[src/rtl/athena_ioctl_uploader_pkg.sv]
// Shared types and constants for the ioctl upload responder and its window decoder.
package athena_upload_pkg;

  typedef enum logic [2:0] {
    IDLE    = 3'd0,
    QUIESCE = 3'd1,
    READY   = 3'd2,
    FETCH   = 3'd3,
    DRAIN   = 3'd4
  } upload_state_t;

  localparam int LAT_W = 2;
  localparam logic [7:0] FF_FILL = 8'hFF;

endpackage

[src/rtl/athena_ioctl_uploader_if.sv]
// hps_io ioctl upload bundle: hps_io is the master, the uploader is the slave.
// Handshake: ioctl_rd is a one-cycle strobe, legal only while ioctl_wait is low; the
// requested byte appears on ioctl_din in the cycle ioctl_wait falls again (or the cycle
// after the strobe when no wait is inserted), and holds until the next read completes.
interface athena_ioctl_uploader_if;
  logic        ioctl_upload;
  logic        ioctl_rd;
  logic [24:0] ioctl_addr;
  logic [7:0]  ioctl_din;
  logic        ioctl_wait;

  modport master (output ioctl_upload, ioctl_rd, ioctl_addr, input ioctl_din, ioctl_wait);
  modport slave  (input ioctl_upload, ioctl_rd, ioctl_addr, output ioctl_din, ioctl_wait);
endinterface

[src/rtl/athena_ioctl_uploader_window.sv]
// Combinational decode of an ioctl byte address into an in-window flag and RAM offset.
module athena_upload_window #(
  parameter logic [24:0] BASE_ADDR = 25'h0,
  parameter int          RAM_AW    = 11
) (
  input  logic [24:0]       addr,
  output logic              in_window,
  output logic [RAM_AW-1:0] offset
);
  logic [24:0] off;

  // Addresses below BASE_ADDR wrap to huge offsets; the explicit >= keeps them out.
  assign off       = addr - BASE_ADDR;
  assign offset    = off[RAM_AW-1:0];
  assign in_window = (addr >= BASE_ADDR) && ((off >> RAM_AW) == 25'd0);
endmodule

[src/rtl/athena_ioctl_uploader.sv]
// Upload responder: freezes the CPUs and serves hps_io byte reads from a RAM window.
// Optional running checksum of delivered bytes: define ATHENA_UPLOAD_CHECKSUM_EN.
module athena_ioctl_uploader
  import athena_upload_pkg::*;
#(
  parameter logic [24:0] BASE_ADDR = 25'h0,
  parameter int          RAM_AW    = 11,
  parameter int          RD_LAT    = 2,
  parameter int          PAUSE_CYC = 8
) (
  input  logic                    i_clk,
  input  logic                    reset,
  athena_ioctl_uploader_if.slave  io,
  output logic [RAM_AW-1:0]       ram_addr,
  output logic                    ram_rd,
  input  logic [7:0]              ram_q,
  output logic                    pause_req,
  output logic                    busy,
  output logic [7:0]              checksum,
  output upload_state_t           dbg_state
);
  localparam int Q_W = $clog2(PAUSE_CYC + 1);

  upload_state_t     state;
  logic [Q_W-1:0]    qcnt;
  logic [LAT_W-1:0]  lcnt;
  logic [7:0]        din_r;
  logic              wait_r;
  logic              in_win;
  logic [RAM_AW-1:0] win_off;
  logic              capture;

  athena_upload_window #(.BASE_ADDR(BASE_ADDR), .RAM_AW(RAM_AW)) u_window (
    .addr      (io.ioctl_addr),
    .in_window (in_win),
    .offset    (win_off)
  );

  // ram_q is sampled on the RD_LAT-th edge after the strobe edge that launched ram_rd.
  assign capture       = (state == FETCH) && (lcnt == LAT_W'(1));
  assign io.ioctl_din  = din_r;
  assign io.ioctl_wait = wait_r;
  assign busy          = (state != IDLE);
  assign dbg_state     = state;

  always_ff @(posedge i_clk) begin
    if (reset) begin
      state     <= IDLE;
      qcnt      <= '0;
      lcnt      <= '0;
      din_r     <= FF_FILL;
      wait_r    <= 1'b0;
      ram_addr  <= '0;
      ram_rd    <= 1'b0;
      pause_req <= 1'b0;
    end else begin
      ram_rd <= 1'b0;
      case (state)
        IDLE: begin
          if (io.ioctl_upload) begin
            state     <= QUIESCE;
            pause_req <= 1'b1;
            wait_r    <= 1'b1;
            qcnt      <= Q_W'(PAUSE_CYC - 1);
          end
        end
        QUIESCE: begin
          if (!io.ioctl_upload) begin
            state     <= IDLE;
            pause_req <= 1'b0;
            wait_r    <= 1'b0;
          end else if (qcnt == '0) begin
            state  <= READY;
            wait_r <= 1'b0;
          end else begin
            qcnt <= qcnt - Q_W'(1);
          end
        end
        READY: begin
          if (!io.ioctl_upload) begin
            state <= DRAIN;
          end else if (io.ioctl_rd) begin
            if (in_win) begin
              ram_addr <= win_off;
              ram_rd   <= 1'b1;
              wait_r   <= 1'b1;
              lcnt     <= LAT_W'(RD_LAT);
              state    <= FETCH;
            end else begin
              din_r <= FF_FILL;
            end
          end
        end
        FETCH: begin
          // Strobes arriving here violate the handshake and are dropped.
          if (capture) begin
            din_r  <= ram_q;
            wait_r <= 1'b0;
            state  <= io.ioctl_upload ? READY : DRAIN;
          end else begin
            lcnt <= lcnt - LAT_W'(1);
          end
        end
        DRAIN: begin
          state     <= IDLE;
          pause_req <= 1'b0;
          wait_r    <= 1'b0;
        end
        default: state <= IDLE;
      endcase
    end
  end

`ifdef ATHENA_UPLOAD_CHECKSUM_EN
  logic [7:0] sum_r;

  always_ff @(posedge i_clk) begin
    if (reset) begin
      sum_r <= 8'h00;
    end else if (state == IDLE && io.ioctl_upload) begin
      sum_r <= 8'h00;
    end else if (capture) begin
      sum_r <= sum_r + ram_q;
    end
  end

  assign checksum = sum_r;
`else
  assign checksum = 8'h00;
`endif

endmodule

[src/flat_wrapper.sv]
// flat-port wrapper written by rule: the top's interface ports become plain ports
module athena_ioctl_uploader_flat import athena_upload_pkg::*;
#(
  parameter logic [24:0] BASE_ADDR = 25'h0,
  parameter int          RAM_AW    = 11,
  parameter int          RD_LAT    = 2,
  parameter int          PAUSE_CYC = 8
)
  (i_clk, reset, ram_addr, ram_rd, ram_q, pause_req, busy, checksum, dbg_state, io_ioctl_upload, io_ioctl_rd, io_ioctl_addr, io_ioctl_din, io_ioctl_wait);
  athena_ioctl_uploader_if io_i ();
  input  logic i_clk;
  input  logic reset;
  output logic [RAM_AW-1:0] ram_addr;
  output logic ram_rd;
  input  logic [7:0] ram_q;
  output logic pause_req;
  output logic busy;
  output logic [7:0] checksum;
  output upload_state_t dbg_state;
  input wire logic [$bits(io_i.ioctl_upload)-1:0] io_ioctl_upload;
  input wire logic [$bits(io_i.ioctl_rd)-1:0] io_ioctl_rd;
  input wire logic [$bits(io_i.ioctl_addr)-1:0] io_ioctl_addr;
  output wire logic [$bits(io_i.ioctl_din)-1:0] io_ioctl_din;
  output wire logic [$bits(io_i.ioctl_wait)-1:0] io_ioctl_wait;
  assign io_i.ioctl_upload = io_ioctl_upload;
  assign io_i.ioctl_rd = io_ioctl_rd;
  assign io_i.ioctl_addr = io_ioctl_addr;
  assign io_ioctl_din = io_i.ioctl_din;
  assign io_ioctl_wait = io_i.ioctl_wait;
  athena_ioctl_uploader #(.BASE_ADDR(BASE_ADDR), .RAM_AW(RAM_AW), .RD_LAT(RD_LAT), .PAUSE_CYC(PAUSE_CYC)) u_core (.i_clk(i_clk), .reset(reset), .io(io_i), .ram_addr(ram_addr), .ram_rd(ram_rd), .ram_q(ram_q), .pause_req(pause_req), .busy(busy), .checksum(checksum), .dbg_state(dbg_state));
endmodule
[config.mk]
export PLATFORM = sky130hd
export DESIGN_NAME = athena_ioctl_uploader_flat
export DESIGN_NICKNAME = d
export VERILOG_FILES = /design/src/rtl/athena_ioctl_uploader_pkg.sv /design/src/rtl/athena_ioctl_uploader_if.sv /design/src/rtl/athena_ioctl_uploader_window.sv /design/src/rtl/athena_ioctl_uploader.sv /design/src/flat_wrapper.sv
export SDC_FILE = /design/constraint.sdc
export NUM_CORES = 1
export LEC_CHECK = 0
export ABC_AREA = 1
export CORE_ASPECT_RATIO = 1.5
export CORE_MARGIN = 2
export CORE_UTILIZATION = 41
export CTS_CLUSTER_SIZE = 8
export DETAILED_ROUTE_END_ITERATION = 8
export PLACE_DENSITY_LB_ADDON = 0.25
export SLEW_MARGIN = 0
export SYNTH_ARGS = -nofsm -noshare
export SYNTH_HDL_FRONTEND = slang
export SYNTH_SLANG_ARGS = --single-unit
[constraint.sdc]
create_clock -name i_clk -period 1.4 [get_ports i_clk]
set_input_delay 0.21 -clock i_clk [delete_from_list [all_inputs] [get_ports i_clk]]
set_output_delay 0.21 -clock i_clk [all_outputs]
set_load 0.01 [all_outputs]
# Word-level counts from Yosys, hierarchy flattened
# Cells that the tools add are included.
# op_classes
bitwise_logic,3
n_lt_le_gt_ge,1
eq_ne,18
n_addsub,2
mux,34
reduce_logical,18
# ops
op,count
$mux 8,4
$ge 25x1->1 const B,1
$logic_not 25->1,1
$mux 3,8
$ne 2x2->1 const B,8
$pmux 8 s2,1
$reduce_and 5->1,3
$mux 4,3
$pmux 3 s4,1
$mux 1,9
$mux 2,4
$pmux 4 s2,1
$reduce_and 4->1,2
$reduce_and 7->1,1
$eq 3x2->1 const B,2
$ne 3x2->1 const B,2
$reduce_bool 3->1,2
$pmux 1 s5,1
$reduce_bool 5->1,1
$logic_not 4->1,1
$ne 2x1->1 const B,2
$pmux 2 s2,1
$reduce_bool 2->1,2
$reduce_or 4->1,1
11 further kinds,14
# totals
inputBits,37
wordCells,84
ff_bits,31

# Longest topological paths before layout
# depth
ltp_word,6
depth_mapped,10

# Cells and area by module
# A second synthesis with hierarchy kept.
# hier_totals
cells_unflattened,239
hier_area_um2,1652.8
# by_module_without_submodules
module,area_per_inst_um2,cells_each,n_inst
athena_ioctl_uploader,1491.4,208,1
athena_upload_window,161.4,31,1

# Worst setup path after synthesis
# No wires, ideal clock.
# synth_timing
path_kind,reg-to-reg
from,"register u_core.state[2], in the netlist u_core.dbg_state[2]"
to,register u_core.ram_addr[10]
required_ns,1.284
arrival_ns,1.205
stages_incl_launch_ff,10
setup_ns,0.116
n_path_buf,1
slack_ns,0.079
synth_period_minus_slack_ns,1.321
cell_sequence,dfxtp_1 > inv_2 > nand2_2 > nor2_2 > nand2_2 > inv_2 > nand4_4 > buf_6 > o21ai_0 > nor2_1
# synth_between
elab_chain_cells,2
# synth_lines
element,line_no,text
from (decl),athena_ioctl_uploader.sv:24,upload_state_t state;
from (signal assigned),athena_ioctl_uploader.sv:99,state <= io.ioctl_upload ? READY : DRAIN;
$eq 3x2->1,athena_ioctl_uploader.sv:58,case (state)
$reduce_and 4->1 (no line),--,
to (signal assigned),athena_ioctl_uploader.sv:84,ram_addr <= win_off;
to (decl),athena_ioctl_uploader.sv:14,"output logic [RAM_AW-1:0] ram_addr,"
# Every way passes these cells.
# A chain may end at the register's enable or synchronous reset.

# Worst setup path in the final report
# layout_timing
from,"register u_core.state[2], in the netlist u_core.dbg_state[2]"
to,register u_core.ram_addr[8]
# Same word-level chain as after synthesis.

==> flow_metrics.py <==
metrics = {
    "status": {
        "status": "finished, violations left",
        "violations": "negative setup slack",
    },
    "critical_path": {
        "required_ps": 1610,
        "r2r_cells": 9,
        "worstReg2RegEnd": "u_core.ram_addr[8]",
        "crit_fanout": 8,
        "r2r_start": "u_core.dbg_state[2]",
        "path_class": "flip-flop to flip-flop",
        "end_kind": "flip-flop",
        "r2r_slack_ps": -50,
        "cp-start-kind": "flip-flop",
        "cp.arrival_ps": 1660,
    },
    "floorplanning": {
        "die_area_sq_mm": 0.00427,
        "fp.dieW_um": 54.0,
        "coreArea_sq_mm": 0.00365,
        "initial_core_util_pct": 42.1,
        "die_h_um": 79.0,
        "ios": 71,
        "rows": 27,
    },
    "drt": {
        "vias": 1779,
        "wirelength_um": 4700,
        "first_pass_iters": 4,
        "wire_per_inst_um": 13.2,
        "vias_per_cell": 5.00,
        "drt_first_iter_violations": 50,
        "ant_nets": 0,
        "drc": 0,
    },
    "yosys": {
        "synth_top_area_share_pct": 40.4,
        "syn-cell-area_sq_mm": 0.00154,
        "ys_top_cells_by_area": "dfxtp_1 40%, nor2_1 10%, nand2_1 9.3%, o21ai_0 7.2%, inv_1 4.4%",
        "synth-adder-area-share_pct": 1.63,
        "synth_mux_area_share_pct": 0,
        "syn_inst": 220,
        "ys_ff_latch": 31,
        "synth_top_family_by_area": "simple AND/OR/NAND/NOR gates",
        "synth.avg_cell_area_sq_um": 6.99,
        "synth-compound-area-share_pct": 14.3,
        "synthSimpleGateAreaFrac_pct": 31.7,
        "synth-xor-area-share_pct": 0,
        "yosysUniqueCellTypes": 28,
        "synth_largest_area_cell": "dfxtp_1",
        "seq_area_frac_synth_pct": 40.4,
        "yosysWarnings": 0,
    },
    "hold_path": {
        "min_path_type": "flip-flop to flip-flop",
        "hold_path_depth": 2,
        "hp-start": "u_core.io.ioctl_din[5]",
        "hold_end": "u_core.io.ioctl_din[5]",
    },
    "finish": {
        "areaGrowthSynthToFinish_pct": 74.8,
        "final_cell_mix": "39 x clkdlybuf4s50_1, 37 x nor2_1, 33 x nand2_1",
        "diodes": 0,
        "final_common_cell": "clkdlybuf4s50_1",
        "drive_gt1_share_pct": 27.5,
        "final_net_count": 352,
    },
    "sta": {
        "layout_setup_ws_ps": -50.5,
        "fmax_ghz": 0.689,
        "slew_viol_final": 0,
        "setup_viol": 6,
        "period_share_pct": 104,
        "fin_crit_ps": 1450,
        "rsz0062_at_grt": "yes",
        "finalHoldViolCount": 0,
        "finalSetupTns_ps": -80.0,
        "finClkSkew_ps": 3.16,
    },
    "clock_network": {
        "clk_path_buf_depth": 2,
        "worstSkewPairLatency_ps": 280,
        "cts_sinks": 31,
        "clk_pin_slew_ps": 60,
        "cts_hold_buf": 0,
        "cts_tree": "built",
        "root_buffer": "clkbuf_8",
        "numCtsBuffers": 5,
        "htreeDepth": 2,
    },
    "job": {
        "maxCapViolCount": 0,
    },
    "global_routing": {
        "grt_pass1_vias": 1533,
        "grt_max_degree": 14,
        "antenna_found_initial": 0,
        "grt.total_usage_pct": 18.9,
        "grt_pass1_wl_um": 6020,
        "grt_overflow": 0,
    },
    "pwr": {
        "p_leak_nw": 1.34,
        "power_mw": 3.86,
        "p_per_area_mw_per_mm2": 1440,
        "ir_worst_vdd_mv": 1.30,
    },
    "placement": {
        "gp_congestion": 0.882,
        "hpwl_um": 2950,
        "port_buffers": 62,
    },
}
==> stage by stage <==
stage	worst slack (ps)	cells	hold WS, ps	cell area, sq um	util (%)
2_1_floorplan	78.9	227	288	1560	-
3_5_place_dp	-345	343	452	2320	63.6
4_1_cts	2.92	350	465	2430	66.5
6_report	-50.5	356	457	2690	73.7
5_1_grt	-106	356	496	2690	73.7
3_3_place_gp	-321	343	456	2320	63.6
==> worst max path at each step <==
stage,startpoint,end,slack [ps]
floorplan,u_core.dbg_state[2],u_core.ram_addr[10],80
global placement,io_ioctl_addr[24],u_core.io.ioctl_din[5],-320
detailed placement,io_ioctl_addr[24],u_core.io.ioctl_din[7],-350
CTS,u_core.qcnt[1],u_core.qcnt[3],3
global route,u_core.dbg_state[2],u_core.ram_addr[8],-110
finish,u_core.dbg_state[2],u_core.ram_addr[8],-50
==> Yosys cell counts (all sizes together) <==
master  instances
nor2           48
nand2          43
dfxtp          31
inv            23
o21ai          23
a21oi          14
nand3          12
buf            11
nor3            3
ha              2
nand4           2
o211ai          2
a221oi          1
clkbuf          1
conb            1
nor3b           1
o21a            1
or2             1
==> state kept, by name, summed over array words and instances, names as in the netlist <==
| register | count |
|---|---|
| u_core.ram_rd | 1 |
| u_core.io.ioctl_wait | 1 |
| u_core.qcnt | 4 |
| u_core.io.ioctl_din | 8 |
| u_core.ram_addr | 11 |
| u_core.lcnt | 2 |
| u_core.dbg_state | 3 |
| u_core.pause_req | 1 |
==> layout make-up <==
class / count / area, sq um
Fill cell: 286 / 961
Multi-Input combinational cell: 163 / 930
Timing Repair Buffer: 88 / 875
Sequential cell: 31 / 634
Inverter: 23 / 101
Clock buffer: 6 / 82.6
Tap cell: 43 / 53.8
Timing Repair inverter: 1 / 6.26
Clock inverter: 1 / 5.00
==> worst max-delay path, stage by stage, from the launching register on <==
cell and delay, ps:
dfxtp_4 380, inv_4 70, nand2_4 50, nor2_4 180, nand2_4 100, inv_6 80, nand4_4 180, inv_4 150
nor2_1 60, nor2_1 110
==> routing by layer <==
layer / up-vias / part of all wire, % / track usage (%) / wire length, um
met5: - / 0 / 0 / 0
met4: 0 / 3.1 / 9.00 / 148
met3: 13 / 5.8 / 5.26 / 273
met2: 65 / 56 / 34.5 / 2620
met1: 819 / 35 / 18.6 / 1660
li1: 882 / - / - / -
==> kinds of logic (layout without fill, tap and decap cells) <==
group           count (synthesis)  count (layout)
buf+inv                        35             119
simple gates                  110             112
other cells                     1               8
flops                          31              31
compound gates                 41              41
fa+ha+maj                       2               2
==> power by group <==
part           leakage (nW)  switching, mW  internal (mW)
registers             0.256          0.163           1.10
logic                  1.04          0.998          0.900
clock network        0.0470          0.316          0.385
==> timing repair <==
action | CTS | global route
pin swaps | 0 | 29
resized for setup | 14 | 80
setup endpoints to repair | 23 | 42
setup buffers | 0 | 3
cloned | 0 | 3
Note: power is estimated with default switching activity, not from simulation.
